==> config.mk <==
export PLATFORM = sky130hd
export DESIGN_NAME = seq_booth_multiplier
export DESIGN_NICKNAME = d
export VERILOG_FILES = /design/src/rtl/mul_pkg.sv /design/src/rtl/booth_r4_encoder.sv /design/src/rtl/seq_booth_multiplier.sv
export SDC_FILE = /design/constraint.sdc
export NUM_CORES = 1
export LEC_CHECK = 0
export BUFFER_PORTS_ARGS = -buffer_cell sky130_fd_sc_hd__buf_2
export CAP_MARGIN = 20
export CORE_MARGIN = 2
export CORE_UTILIZATION = 40
export DETAILED_ROUTE_END_ITERATION = 6
export GPL_ROUTABILITY_DRIVEN = 0
export SLEW_MARGIN = 10
export SYNTH_ARGS = -nofsm -noshare
export SYNTH_HDL_FRONTEND = slang
export SYNTH_SLANG_ARGS = --single-unit
==> constraint.sdc <==
create_clock -name clk -period 6.4 [get_ports clk]
set_input_delay 1.28 -clock clk [delete_from_list [all_inputs] [get_ports clk]]
set_output_delay 1.28 -clock clk [all_outputs]
set_load 0.1 [all_outputs]
==> src/rtl/mul_pkg.sv <==
// mul_pkg: shared FSM states, Booth select codes and iteration sizing for seq_booth_multiplier
package mul_pkg;
  typedef enum logic [1:0] {IDLE, CALC, FIN} state_t;
  typedef enum logic [2:0] {ZERO, POS1, POS2, NEG1, NEG2} booth_sel_t;
  function automatic int iter_count(input int width);
    return width / 2 + 1;
  endfunction
endpackage

==> src/rtl/booth_r4_encoder.sv <==
// booth_r4_encoder: maps a radix-4 multiplier window {b[2i+1],b[2i],b[2i-1]} to a partial-product select
module booth_r4_encoder
  import mul_pkg::*;
(
  input  logic [2:0] window,
  output booth_sel_t sel
);
  always_comb
    sel = (window == 3'b000 || window == 3'b111) ? ZERO :
          window == 3'b011 ? POS2 :
          window == 3'b100 ? NEG2 :
          window[2] ? NEG1 : POS1;
endmodule

==> src/rtl/seq_booth_multiplier.sv <==
// seq_booth_multiplier: multi-cycle radix-4 Booth multiplier, start/done/busy handshake, optional SEQ_MUL_ZERO_SKIP_EN zero bypass
module seq_booth_multiplier
  import mul_pkg::*;
#(
  parameter int WIDTH = 16
) (
  input  logic               clk,
  input  logic               rst_n,
  input  logic               start,
  input  logic               signed_mode,
  input  logic [WIDTH-1:0]   op_a,
  input  logic [WIDTH-1:0]   op_b,
  output logic               busy,
  output logic               done,
  output logic [2*WIDTH-1:0] product
);
  localparam int ITER = iter_count(WIDTH);
  localparam int HW = WIDTH + 4;
  localparam int LW = WIDTH + 2;
  localparam int CW = $clog2(ITER + 1);
  state_t state, state_nx;
  booth_sel_t sel;
  logic [HW-1:0] hi, sum, addend, a1, a2;
  logic [LW-1:0] lo, a_ext;
  logic [CW-1:0] cnt;
  logic prev, zero_op;
  booth_r4_encoder u_enc (.window({lo[1:0], prev}), .sel(sel));
`ifdef SEQ_MUL_ZERO_SKIP_EN
  assign zero_op = op_a == '0 || op_b == '0;
`else
  assign zero_op = 1'b0;
`endif
  assign a1 = {{2{a_ext[LW-1]}}, a_ext};
  assign a2 = {a_ext[LW-1], a_ext, 1'b0};
  assign addend = sel == POS1 ? a1 : sel == POS2 ? a2 : sel == NEG1 ? -a1 : sel == NEG2 ? -a2 : '0;
  assign sum = hi + addend;
  assign busy = state == CALC;
  assign done = state == FIN;
  always_comb
    state_nx = state == IDLE ? (start ? (zero_op ? FIN : CALC) : IDLE) :
               state == CALC ? (cnt == '0 ? FIN : CALC) : IDLE;
  always_ff @(posedge clk) begin
    if (!rst_n) begin
      state   <= IDLE;
      hi      <= '0;
      lo      <= '0;
      a_ext   <= '0;
      prev    <= 1'b0;
      cnt     <= '0;
      product <= '0;
    end else begin
      state <= state_nx;
      if (state == IDLE && start) begin
        a_ext <= {{2{signed_mode & op_a[WIDTH-1]}}, op_a};
        lo    <= {{2{signed_mode & op_b[WIDTH-1]}}, op_b};
        hi    <= '0;
        prev  <= 1'b0;
        cnt   <= CW'(ITER);
        if (zero_op) product <= '0;
      end else if (state == CALC && cnt != '0) begin
        {hi, lo} <= {{2{sum[HW-1]}}, sum, lo[LW-1:2]};
        prev     <= lo[1];
        cnt      <= cnt - 1'b1;
      end else if (state == CALC) begin
        product <= {hi[WIDTH-3:0], lo};
      end
    end
  end
endmodule

# Word level (Yosys, flattened, before mapping)
# Cells that the tools add are included.
[word_totals]
register_bits = 92
output_inout_bits = 34
[classes]
add_sub_neg = 4
eq_ne = 9
n_mux = 16
bitwise_logic = 5
reduce_logical = 10
[op_table]
columns = ["operator", "count"]
rows = [
  ["20-bit 2-to-1 mux", 4],
  ["20-bit negator", 2],
  ["18-bit 2-to-1 mux", 2],
  ["20-bit adder", 1],
  ["3-bit by 2-bit equality test with 1-bit output, second input constant", 3],
  ["3-bit equality test, second input constant", 3],
  ["3-bit 2-to-1 mux", 3],
  ["2-bit 2-to-1 mux", 4],
  ["4-bit 2-to-1 mux", 2],
  ["4-bit logical NOT", 1],
  ["4-bit nonzero test", 1],
  ["4-bit by 1-bit subtractor with 4-bit output, second input constant", 1],
  ["3-bit by 1-bit equality test with 1-bit output, second input constant", 1],
  ["3-bit logical NOT", 1],
  ["1-bit NOT", 3],
  ["3-bit AND reduction", 1],
  ["1-bit bitwise AND", 2],
  ["2-bit by 1-bit equality test with 1-bit output, second input constant", 1],
  ["2-bit equality test, second input constant", 1],
  ["1-bit logical AND", 2],
  ["2-bit logical NOT", 1],
  ["2-bit nonzero test", 1],
  ["2-bit OR reduction", 1],
  ["1-bit logical OR", 1],
  ["1-bit 2-to-1 mux", 1],
]

# Depth between registers and ports, before layout
# Gate-level depths: netlist of run 1.
[depth]
depth_word = 12
mapped_depth = 17

# By module
# A second synthesis of run 1 with hierarchy kept.
[hier_totals]
hier_cells = 737
hier_area_um2 = 5572.8
[modules_own_cells]
columns = ["module", "n_inst", "cells_per_inst", "area_each_um2", "seq_area_each_um2"]
rows = [
  ["seq_booth_multiplier", 1, 732, 5537.8, 1841.8],
  ["booth_r4_encoder", 1, 5, 35.0, 0.0],
]

# Worst setup path after synthesis of run 1
# OpenSTA, ideal clock, no wires.
[synth_timing]
path_kind = "register to register"
start = "register a_ext[2]"
end = "register, netlist name hi[17]"
setup_ns = 0.072
arrival_time_ns = 3.813
path_slack_ns = 2.515
path_stages_with_launch = 17
n_path_buf = 2
cell_sequence = "dfxtp_1 buf_6 or4_4 buf_6 nor4_4 xor2_1 nor2_1 o21bai_1 mux4_2 ha_1 a21oi_1 nor2_1 o41ai_1 a21oi_1 or3_1 a21oi_1 mux2i_1"
[synth_between]
elab_chain_len = 6
elab_cells_between_ends = 7
cone_classes = "add/sub (3); mux (4)"
[synth_rtl]
columns = ["item", "line", "rtl"]
rows = [
  ["from (decl)", "seq_booth_multiplier.sv:24", "logic [LW-1:0] lo, a_ext;"],
  ["from (signal assigned)", "seq_booth_multiplier.sv:54", "a_ext <= {{2{signed_mode & op_a[WIDTH-1]}}, op_a};"],
  ["20-bit negator", "seq_booth_multiplier.sv:35", "assign addend = sel == POS1 ? a1 : sel == POS2 ? a2 : sel == NEG1 ? -a1 : sel == NEG2 ? -a2 : '0;"],
  ["20-bit 2-to-1 mux (3 in series)", "seq_booth_multiplier.sv:35", ""],
  ["20-bit 2-to-1 mux (*)", "seq_booth_multiplier.sv:35", ""],
  ["20-bit adder (*)", "seq_booth_multiplier.sv:36", "assign sum = hi + addend;"],
]
# Mark *: on every way between the ends. The rest lies on a longest branch, timed or not.
# A chain may end at the register's enable or synchronous reset.

# Worst setup path in the final report of run 1
[layout_timing]
start = "register prev"
end = "register, netlist name hi[17]"
[layout_between]
elab_chain_len = 10
elab_cells_between_ends = 17
cone_classes = "add/sub (1); eq/ne (7); mux (7); reduce/logical (2)"
[layout_rtl]
columns = ["item", "line", "rtl"]
rows = [
  ["from (decl)", "seq_booth_multiplier.sv:26", "logic prev, zero_op;"],
  ["from (signal assigned)", "seq_booth_multiplier.sv:62", "prev <= lo[1];"],
  ["3-bit equality test", "booth_r4_encoder.sv:11", "window == 3'b100 ? NEG2 :"],
  ["3-bit 2-to-1 mux", "booth_r4_encoder.sv:11", ""],
  ["3-bit 2-to-1 mux", "booth_r4_encoder.sv:10", "window == 3'b011 ? POS2 :"],
  ["3-bit 2-to-1 mux (*)", "booth_r4_encoder.sv:9", "sel = (window == 3'b000 || window == 3'b111) ? ZERO :"],
  ["3-bit equality test", "seq_booth_multiplier.sv:35", ""],
  ["20-bit 2-to-1 mux (3 in series)", "seq_booth_multiplier.sv:35", ""],
  ["20-bit 2-to-1 mux (*)", "seq_booth_multiplier.sv:35", ""],
  ["20-bit adder (*)", "seq_booth_multiplier.sv:36", ""],
]
# Marks and branches as above.

==> flow_summary.html, run 1 <==
<table>
<tr><th>Metric</th><th>Value</th></tr>
<tr><th colspan="2">Power</th></tr>
<tr><td>LEAKAGE</td><td>0.00270 uW</td></tr>
<tr><td>Worst vdd ir</td><td>0.000165 V</td></tr>
<tr><td>Power Dens Cells</td><td>257 mW/mm2</td></tr>
<tr><th colspan="2">GRT</th></tr>
<tr><td>First-pass GRT wire length</td><td>24300 um</td></tr>
<tr><td>Global-route total usage across every layer</td><td>18.8%</td></tr>
<tr><td>Largest net degree at the start of global routing</td><td>73</td></tr>
<tr><td>Antenna violations before repair</td><td>0</td></tr>
<tr><td>Number of global-route vias before repair</td><td>4976</td></tr>
<tr><td>Remaining global-route overflow</td><td>0</td></tr>
<tr><th colspan="2">Timing</th></tr>
<tr><td>Number of max-slew violations in the final report</td><td>0</td></tr>
<tr><td>Highest achievable clock rate</td><td>203 MHz</td></tr>
<tr><td>Slew @ Worst Pin</td><td>1.03 ns</td></tr>
<tr><td>Max-slew headroom</td><td>31.3%</td></tr>
<tr><td>Final critical-path share of the clock period</td><td>76.9%</td></tr>
<tr><td>Setup repair after global routing missed its margin</td><td>false</td></tr>
<tr><td>Clock period minus final worst setup slack</td><td>4.92 ns</td></tr>
<tr><td>Clock skew after layout</td><td>0.0116 ns</td></tr>
<tr><td>Final hold slack</td><td>0.460 ns</td></tr>
<tr><td>Final number of setup-violating endpoints</td><td>0</td></tr>
<tr><td>Sum Neg Setup Slack</td><td>0 ns</td></tr>
<tr><td>Number of hold violations in the final report</td><td>0</td></tr>
<tr><th colspan="2">Place</th></tr>
<tr><td>Area of placed instances</td><td>0.00607 mm2</td></tr>
<tr><td>I/O Buffers</td><td>69</td></tr>
<tr><td>HPWL after detailed placement</td><td>10400 um</td></tr>
<tr><td>Placed cell count</td><td>940</td></tr>
<tr><th colspan="2">Critical path</th></tr>
<tr><td>Required time worst endpoint</td><td>6.69 ns</td></tr>
<tr><td>Category of the worst setup path launch point</td><td>flip-flop</td></tr>
<tr><td>WP data arrival</td><td>5.21 ns</td></tr>
<tr><td>Crit end category</td><td>flip-flop</td></tr>
<tr><td>Crit Path Class</td><td>reg -&gt; reg</td></tr>
<tr><td>Maximum fanout count along the critical path</td><td>29</td></tr>
<tr><th colspan="2">Yosys</th></tr>
<tr><td>Fraction of registers with async set/reset</td><td>0%</td></tr>
<tr><td>Synthesized area divided by synthesized cell count</td><td>7.82 um2</td></tr>
<tr><td>Synth Warn #</td><td>0</td></tr>
<tr><td>Unique masters post-synth</td><td>71</td></tr>
<tr><td>Main synth FF type</td><td>sky130_fd_sc_hd__dfxtp_1</td></tr>
<tr><td>Count of state elements after synthesis</td><td>92</td></tr>
<tr><td>Synthesized area</td><td>0.00579 mm2</td></tr>
<tr><td>EDFF count, synth</td><td>0</td></tr>
<tr><td>Post-synthesis sequential area ratio</td><td>31.8%</td></tr>
<tr><td>Synthesized instance count</td><td>741</td></tr>
<tr><td>Synth Net Count</td><td>800</td></tr>
<tr><th colspan="2">Final layout</th></tr>
<tr><td>Fin area</td><td>0.00639 mm2</td></tr>
<tr><td>Count of fill cells added during filler insertion</td><td>1430</td></tr>
<tr><td>Commonest non-fill, non-tap cell in the layout</td><td>sky130_fd_sc_hd__nand2_1</td></tr>
<tr><td>Syn-to-layout area delta</td><td>10.4%</td></tr>
<tr><td>Layout net count</td><td>831</td></tr>
<tr><td>Commonest cells after routing, fill and taps aside</td><td>sky130_fd_sc_hd__nand2_1 (195), sky130_fd_sc_hd__dfxtp_1 (92), sky130_fd_sc_hd__buf_2 (69)</td></tr>
<tr><td>Layout Cells excl Fill</td><td>957</td></tr>
<tr><td>Total area of multi-input combinational cells</td><td>0.00357 mm2</td></tr>
<tr><td>Number of diodes</td><td>0</td></tr>
<tr><td>Final design utilization</td><td>45.7%</td></tr>
<tr><td>Footprint of the flip-flops and latches</td><td>0.00184 mm2</td></tr>
<tr><td>Share of post-route cells with drive strength above 1</td><td>14.4%</td></tr>
<tr><th colspan="2">Clock tree</th></tr>
<tr><td>Max Buffers Root-to-Sink</td><td>2</td></tr>
<tr><td>Number of CTS-inserted buffers</td><td>9</td></tr>
<tr><td>Number of clock sinks</td><td>92</td></tr>
<tr><td>Post CTS Setup Buffer Count</td><td>0</td></tr>
<tr><td># H-tree levels</td><td>3</td></tr>
<tr><td>Hold-fix buffers, CTS</td><td>0</td></tr>
<tr><td>Clock tree root driver cell</td><td>sky130_fd_sc_hd__clkbuf_16</td></tr>
<tr><td>TritonCTS clock tree</td><td>done</td></tr>
<tr><td>Number of instances resized during post-cts repair</td><td>0</td></tr>
<tr><td>Source-to-sink clock delay at the later pin of the worst-skew pair</td><td>0.35 ns</td></tr>
<tr><td>Clock slew at reported path FFs</td><td>0.07 ns</td></tr>
<tr><th colspan="2">Drt</th></tr>
<tr><td>Number of antenna-violating nets in the routed design</td><td>0</td></tr>
<tr><td>Number of vias per cell</td><td>5.49</td></tr>
<tr><td>DRC</td><td>0</td></tr>
<tr><td>Vias</td><td>5255</td></tr>
<tr><td>Wirelength per Cell</td><td>15.2 um</td></tr>
<tr><td>Detailed Routing Iterations Pass 1</td><td>5</td></tr>
<tr><td>DRT iter0 DRCs</td><td>337</td></tr>
<tr><td>Total wire length</td><td>14500 um</td></tr>
<tr><th colspan="2">Floorplan</th></tr>
<tr><td>Die boundary height</td><td>124 um</td></tr>
<tr><td>I/O pin count</td><td>70</td></tr>
<tr><td>Total core area</td><td>0.0140 mm2</td></tr>
<tr><td>Horizontal die dimension</td><td>124 um</td></tr>
<tr><td>Starting Density</td><td>41.4%</td></tr>
<tr><td>Die area</td><td>0.0155 mm2</td></tr>
<tr><td>Number of standard-cell rows in the floorplan</td><td>43</td></tr>
<tr><th colspan="2">Run status</th></tr>
<tr><td>Outcome</td><td>finished, final reports clean</td></tr>
<tr><th colspan="2">Job</th></tr>
<tr><td>Max Cap Viol</td><td>0</td></tr>
<tr><th colspan="2">Worst hold path</th></tr>
<tr><td>Path class of the lowest-slack min-delay path</td><td>reg -&gt; reg</td></tr>
</table>
==> per-stage QoR <==
step / total power, uW / setup WS (ns)
after floorplan: 1020 / 2.52
after global placement: 1100 / 1.78
after detailed placement: 1110 / 1.64
after CTS: 1650 / 1.60
after global routing: 1740 / 1.05
final: 1650 / 1.48
==> final timing paths <==
path / to / depth (start not counted) / slack [ns] / from
max: hi[17] / 15 / 1.48 / prev
min: product[24] / 2 / 0.46 / product[24]
max reg2reg: hi[17] / 15 / 1.48 / prev
min reg2reg: product[24] / 2 / 0.46 / product[24]
==> worst max-delay path: stages, from the launching register on <==
cell and delay, ns:
sky130_fd_sc_hd__dfxtp_1 1.00, sky130_fd_sc_hd__inv_1 0.60, sky130_fd_sc_hd__nand2_1 0.27, sky130_fd_sc_hd__nor2b_1 0.48, sky130_fd_sc_hd__nor2_1 0.17, sky130_fd_sc_hd__a221oi_1 0.30, sky130_fd_sc_hd__nor2_1 0.09, sky130_fd_sc_hd__a2bb2oi_1 0.14
sky130_fd_sc_hd__ha_1 0.36, sky130_fd_sc_hd__a21oi_1 0.21, sky130_fd_sc_hd__o21ai_0 0.11, sky130_fd_sc_hd__a21o_1 0.20, sky130_fd_sc_hd__a21o_1 0.18, sky130_fd_sc_hd__or3_1 0.37, sky130_fd_sc_hd__a21oi_1 0.18, sky130_fd_sc_hd__mux2i_1 0.20
==> where the power goes <==
group,switching [uW],total (uW),internal (uW)
registers,44.4,649,605
logic,283,452,169
clock network,239,545,306
total,566,1650,1080
==> sequential cells by signal (all words and copies together) (netlist names) <==
signal	flops
product	32
hi	18
lo	18
a_ext	17
cnt	4
state	2
prev	1
==> synthesized netlist by cell type (all sizes together), types with 9 or more instances <==
master / instances / area share [%]
nand2: 195 / 13
dfxtp: 92 / 32
a21boi: 55 / 7.1
clkbuf: 47 / 4.9
nor2: 39 / 2.5
a21oi: 37 / 3.3
o21ai: 26 / 2.2
nand3: 23 / 2.0
ha: 22 / 4.8
xnor2: 18 / 2.7
o211a: 16 / 2.8
nor3: 14 / 1.4
xor2: 12 / 1.9
buf: 10 / 1.3
inv: 9 / 0.58
==> area by class of cell <==
type                    instances  area share [%]
flip-flops and latches         92            28.8
multi-input cells             583            55.8
well taps                     180            3.52
inverters                       9           0.528
repair buffers                 77            6.65
clock buffers                  10            3.58
clock inverters                 6            1.12
==> logic make-up (layout without fill, tap and decap cells) <==
group / after synthesis / after routing / share of synthesized area, %
muxes: 11 / 11 / 2.40
buffers and inverters: 66 / 102 / 6.70
xor gates and xnor gates: 30 / 30 / 4.67
DFF: 92 / 92 / 31.8
AOI/OAI and AO/OA: 204 / 204 / 25.2
adders and majority gates: 23 / 23 / 5.10
and+or+nand+nor: 315 / 315 / 24.1
==> routing by layer <==
metal / GRT usage, % / up-vias / share of wire, % / routed length, um
met5: 0 / - / 0 / 0
met4: 8.06 / 0 / 2.7 / 387
met3: 4.51 / 31 / 5.5 / 800
met2: 30.4 / 155 / 46 / 6720
met1: 23.9 / 2416 / 46 / 6630
li1: - / 2653 / - / -
(Power assumes the default switching activity.)
==> run 2: changes to the inputs <==
Clock period 6.4 ns to 4.65 ns, I/O delays scaled along.
==> flow_summary.html, run 2 (same netlist as run 1, synthesis figures left out) <==
<table>
<tr><th>Metric</th><th>Value</th></tr>
<tr><th colspan="2">Final layout</th></tr>
<tr><td>Max FFs per register</td><td>32</td></tr>
<tr><td>Commonest cells after routing, fill and taps aside</td><td>sky130_fd_sc_hd__nand2_1 (195), sky130_fd_sc_hd__dfxtp_1 (92), sky130_fd_sc_hd__buf_2 (69)</td></tr>
<tr><td>Number of diodes</td><td>0</td></tr>
<tr><td>Layout Cells excl Fill</td><td>965</td></tr>
<tr><td>Commonest non-fill, non-tap cell in the layout</td><td>sky130_fd_sc_hd__nand2_1</td></tr>
<tr><td>Largest registers in the final layout</td><td>product: 32 flops, hi: 18 flops, lo: 18 flops</td></tr>
<tr><td>Share of post-route cells with drive strength above 1</td><td>15.4%</td></tr>
<tr><td>Layout net count</td><td>839</td></tr>
<tr><td>Syn-to-layout area delta</td><td>11.2%</td></tr>
<tr><td>Top reg by flops</td><td>product</td></tr>
<tr><th colspan="2">Clock tree</th></tr>
<tr><td>TritonCTS clock tree</td><td>done</td></tr>
<tr><td>Number of clock sinks</td><td>92</td></tr>
<tr><td>Max Buffers Root-to-Sink</td><td>2</td></tr>
<tr><td>Source-to-sink clock delay at the later pin of the worst-skew pair</td><td>0.36 ns</td></tr>
<tr><td># H-tree levels</td><td>3</td></tr>
<tr><td>Clock tree root driver cell</td><td>sky130_fd_sc_hd__clkbuf_16</td></tr>
<tr><td>Number of CTS-inserted buffers</td><td>9</td></tr>
<tr><td>Clock slew at reported path FFs</td><td>0.07 ns</td></tr>
<tr><th colspan="2">Timing</th></tr>
<tr><td>Number of max-slew violations in the final report</td><td>0</td></tr>
<tr><td>Clock period minus final worst setup slack</td><td>4.24 ns</td></tr>
<tr><td>Final critical-path share of the clock period</td><td>91.3%</td></tr>
<tr><td>Clock skew after layout</td><td>0.00868 ns</td></tr>
<tr><td>Worst Slack Setup Final</td><td>0.406 ns</td></tr>
<tr><td>Highest achievable clock rate</td><td>236 MHz</td></tr>
<tr><td>Max-slew headroom</td><td>52.8%</td></tr>
<tr><td>Sum Neg Setup Slack</td><td>0 ns</td></tr>
<tr><td>Setup repair after global routing missed its margin</td><td>false</td></tr>
<tr><td>Final hold slack</td><td>0.463 ns</td></tr>
<tr><td>Slew @ Worst Pin</td><td>0.706 ns</td></tr>
<tr><td>Final number of setup-violating endpoints</td><td>0</td></tr>
<tr><td>Number of hold violations in the final report</td><td>0</td></tr>
<tr><th colspan="2">Drt</th></tr>
<tr><td>Number of antenna-violating nets in the routed design</td><td>0</td></tr>
<tr><td>Vias</td><td>5308</td></tr>
<tr><td>Wirelength per Cell</td><td>15.3 um</td></tr>
<tr><td>DRC</td><td>0</td></tr>
<tr><td>Detailed Routing Iterations Pass 1</td><td>6</td></tr>
<tr><td>Number of vias per cell</td><td>5.50</td></tr>
<tr><td>Total wire length</td><td>14700 um</td></tr>
<tr><td>DRT iter0 DRCs</td><td>293</td></tr>
<tr><th colspan="2">Critical path</th></tr>
<tr><td>Cell repeated most along the worst path</td><td>sky130_fd_sc_hd__ha_1</td></tr>
<tr><td>Crit end category</td><td>flip-flop</td></tr>
<tr><td>Worst reg-to-reg setup slack</td><td>0.41 ns</td></tr>
<tr><td>Cells on worst reg2reg path</td><td>16</td></tr>
<tr><td>Crit Path Class</td><td>reg -&gt; reg</td></tr>
<tr><td>WP data arrival</td><td>4.49 ns</td></tr>
<tr><td>Critical path, cell by cell</td><td>inv_1 -&gt; ha_1 -&gt; or4b_4 -&gt; nor2_1 -&gt; xnor2_1 -&gt; a221oi_1 -&gt; a311oi_1 -&gt; a311o_2 -&gt; ha_1 -&gt; a41o_1 -&gt; a21oi_1 -&gt; o21ai_0 -&gt; a211oi_1 -&gt; o21bai_1 -&gt; xor2_1 -&gt; a22o_1</td></tr>
<tr><td>Critical path buffer and inverter count</td><td>1</td></tr>
<tr><td>Worst setup path endpoint</td><td>hi[12]</td></tr>
<tr><td>Largest delay share family, worst path</td><td>compound AO/OA/AOI/OAI gates</td></tr>
<tr><td>Category of the worst setup path launch point</td><td>flip-flop</td></tr>
<tr><td>Cell with the largest stage delay on the worst path</td><td>sky130_fd_sc_hd__a211oi_1</td></tr>
<tr><td>Logic depth of the worst setup path including buffers</td><td>16</td></tr>
<tr><td>R2r startpoint</td><td>a_ext[0]</td></tr>
<tr><td>Largest stage delay on the critical path</td><td>0.51 ns</td></tr>
<tr><td>Maximum fanout count along the critical path</td><td>7</td></tr>
<tr><td>Reg-to-reg endpoint</td><td>hi[12]</td></tr>
<tr><td>Crit. Startpoint</td><td>a_ext[0]</td></tr>
<tr><td>Required time worst endpoint</td><td>4.90 ns</td></tr>
<tr><th colspan="2">GRT</th></tr>
<tr><td>First-pass GRT wire length</td><td>24200 um</td></tr>
<tr><td>Largest net degree at the start of global routing</td><td>72</td></tr>
<tr><td>Number of global-route vias before repair</td><td>4976</td></tr>
<tr><td>Antenna violations before repair</td><td>0</td></tr>
<tr><td>Remaining global-route overflow</td><td>0</td></tr>
<tr><td>Global-route total usage across every layer</td><td>18.8%</td></tr>
<tr><th colspan="2">Floorplan</th></tr>
<tr><td>Die boundary height</td><td>124 um</td></tr>
<tr><td>Number of standard-cell rows in the floorplan</td><td>43</td></tr>
<tr><td>Total core area</td><td>0.0140 mm2</td></tr>
<tr><td>Die area</td><td>0.0155 mm2</td></tr>
<tr><td>Starting Density</td><td>41.4%</td></tr>
<tr><td>I/O pin count</td><td>70</td></tr>
<tr><td>Horizontal die dimension</td><td>124 um</td></tr>
<tr><th colspan="2">Place</th></tr>
<tr><td>Post-placement worst setup slack</td><td>0.375 ns</td></tr>
<tr><td>I/O Buffers</td><td>69</td></tr>
<tr><td>HPWL after detailed placement</td><td>10500 um</td></tr>
<tr><td>Placed cell count</td><td>948</td></tr>
<tr><th colspan="2">Power</th></tr>
<tr><td>Power Dens Cells</td><td>345 mW/mm2</td></tr>
<tr><td>Sum of internal, switching and leakage power</td><td>2220 uW</td></tr>
<tr><td>LEAKAGE</td><td>0.00274 uW</td></tr>
<tr><td>Worst vdd ir</td><td>0.000243 V</td></tr>
<tr><th colspan="2">Worst hold path</th></tr>
<tr><td>Launch point of the worst hold path</td><td>product[24]</td></tr>
<tr><td>Path class of the lowest-slack min-delay path</td><td>reg -&gt; reg</td></tr>
<tr><td>Worst hold path stage count</td><td>2</td></tr>
<tr><th colspan="2">Job</th></tr>
<tr><td>Max Cap Viol</td><td>0</td></tr>
<tr><th colspan="2">Run status</th></tr>
<tr><td>Outcome</td><td>finished, final reports clean</td></tr>
</table>
-- run 2: per-layer routing --
layer / wire length [um] / track usage [%] / share of wire [%] / vias up
met5: 0 / 0 / 0 / -
met4: 258 / 6.54 / 1.8 / 0
met3: 823 / 4.60 / 5.6 / 17
met2: 7100 / 31.6 / 48 / 146
met1: 6550 / 23.6 / 44 / 2472
li1: - / - / - / 2673
-- run 2: worst min path at each step --
stage / slack (ns) / end
floorplan: 0.45 / hi[13]
finish: 0.46 / product[24]
global placement: 0.45 / product[6]
CTS: 0.46 / product[6]
detailed placement: 0.46 / product[6]
global route: 0.49 / product[30]
-- run 2: cell type report --
cell class / instances / area (um2)
fill: 1409 / 7550
inverter: 9 / 33.8
multi-input combinational: 583 / 3570
clock inverter: 6 / 48.8
timing repair buffer: 85 / 485
tap: 180 / 225
clock buffer: 10 / 229
sequential: 92 / 1840
-- run 2: timing repair --
action                     CTS  global route
gates resized for setup      0             1
hold buffers                 0             0
buffers inserted             0             0
setup endpoints to repair    0             2
-- run 2: worst min-delay path: cells and delay by family (launching register included) --
| kind | cells | cell delay [ns] |
|---|---|---|
| AND/OR/NAND/NOR | 1 | 0.04 |
| flip-flops | 1 | 0.31 |
| AO/OA/AOI/OAI | 1 | 0.06 |
-- run 2: where the power goes --
group / leakage, uW / internal (uW) / switching (uW)
sequential: 0.000750 / 832 / 56.8
clock: 0.000131 / 368 / 329
combinational: 0.00186 / 239 / 393
total: 0.00274 / 1440 / 779
-- run 2: per-stage QoR --
step	util, %	cell area (um2)
floorplan	-	5790
global placement	43.8	6130
detailed placement	43.8	6130
CTS	45.8	6400
global route	46.0	6440
finish	46.0	6440
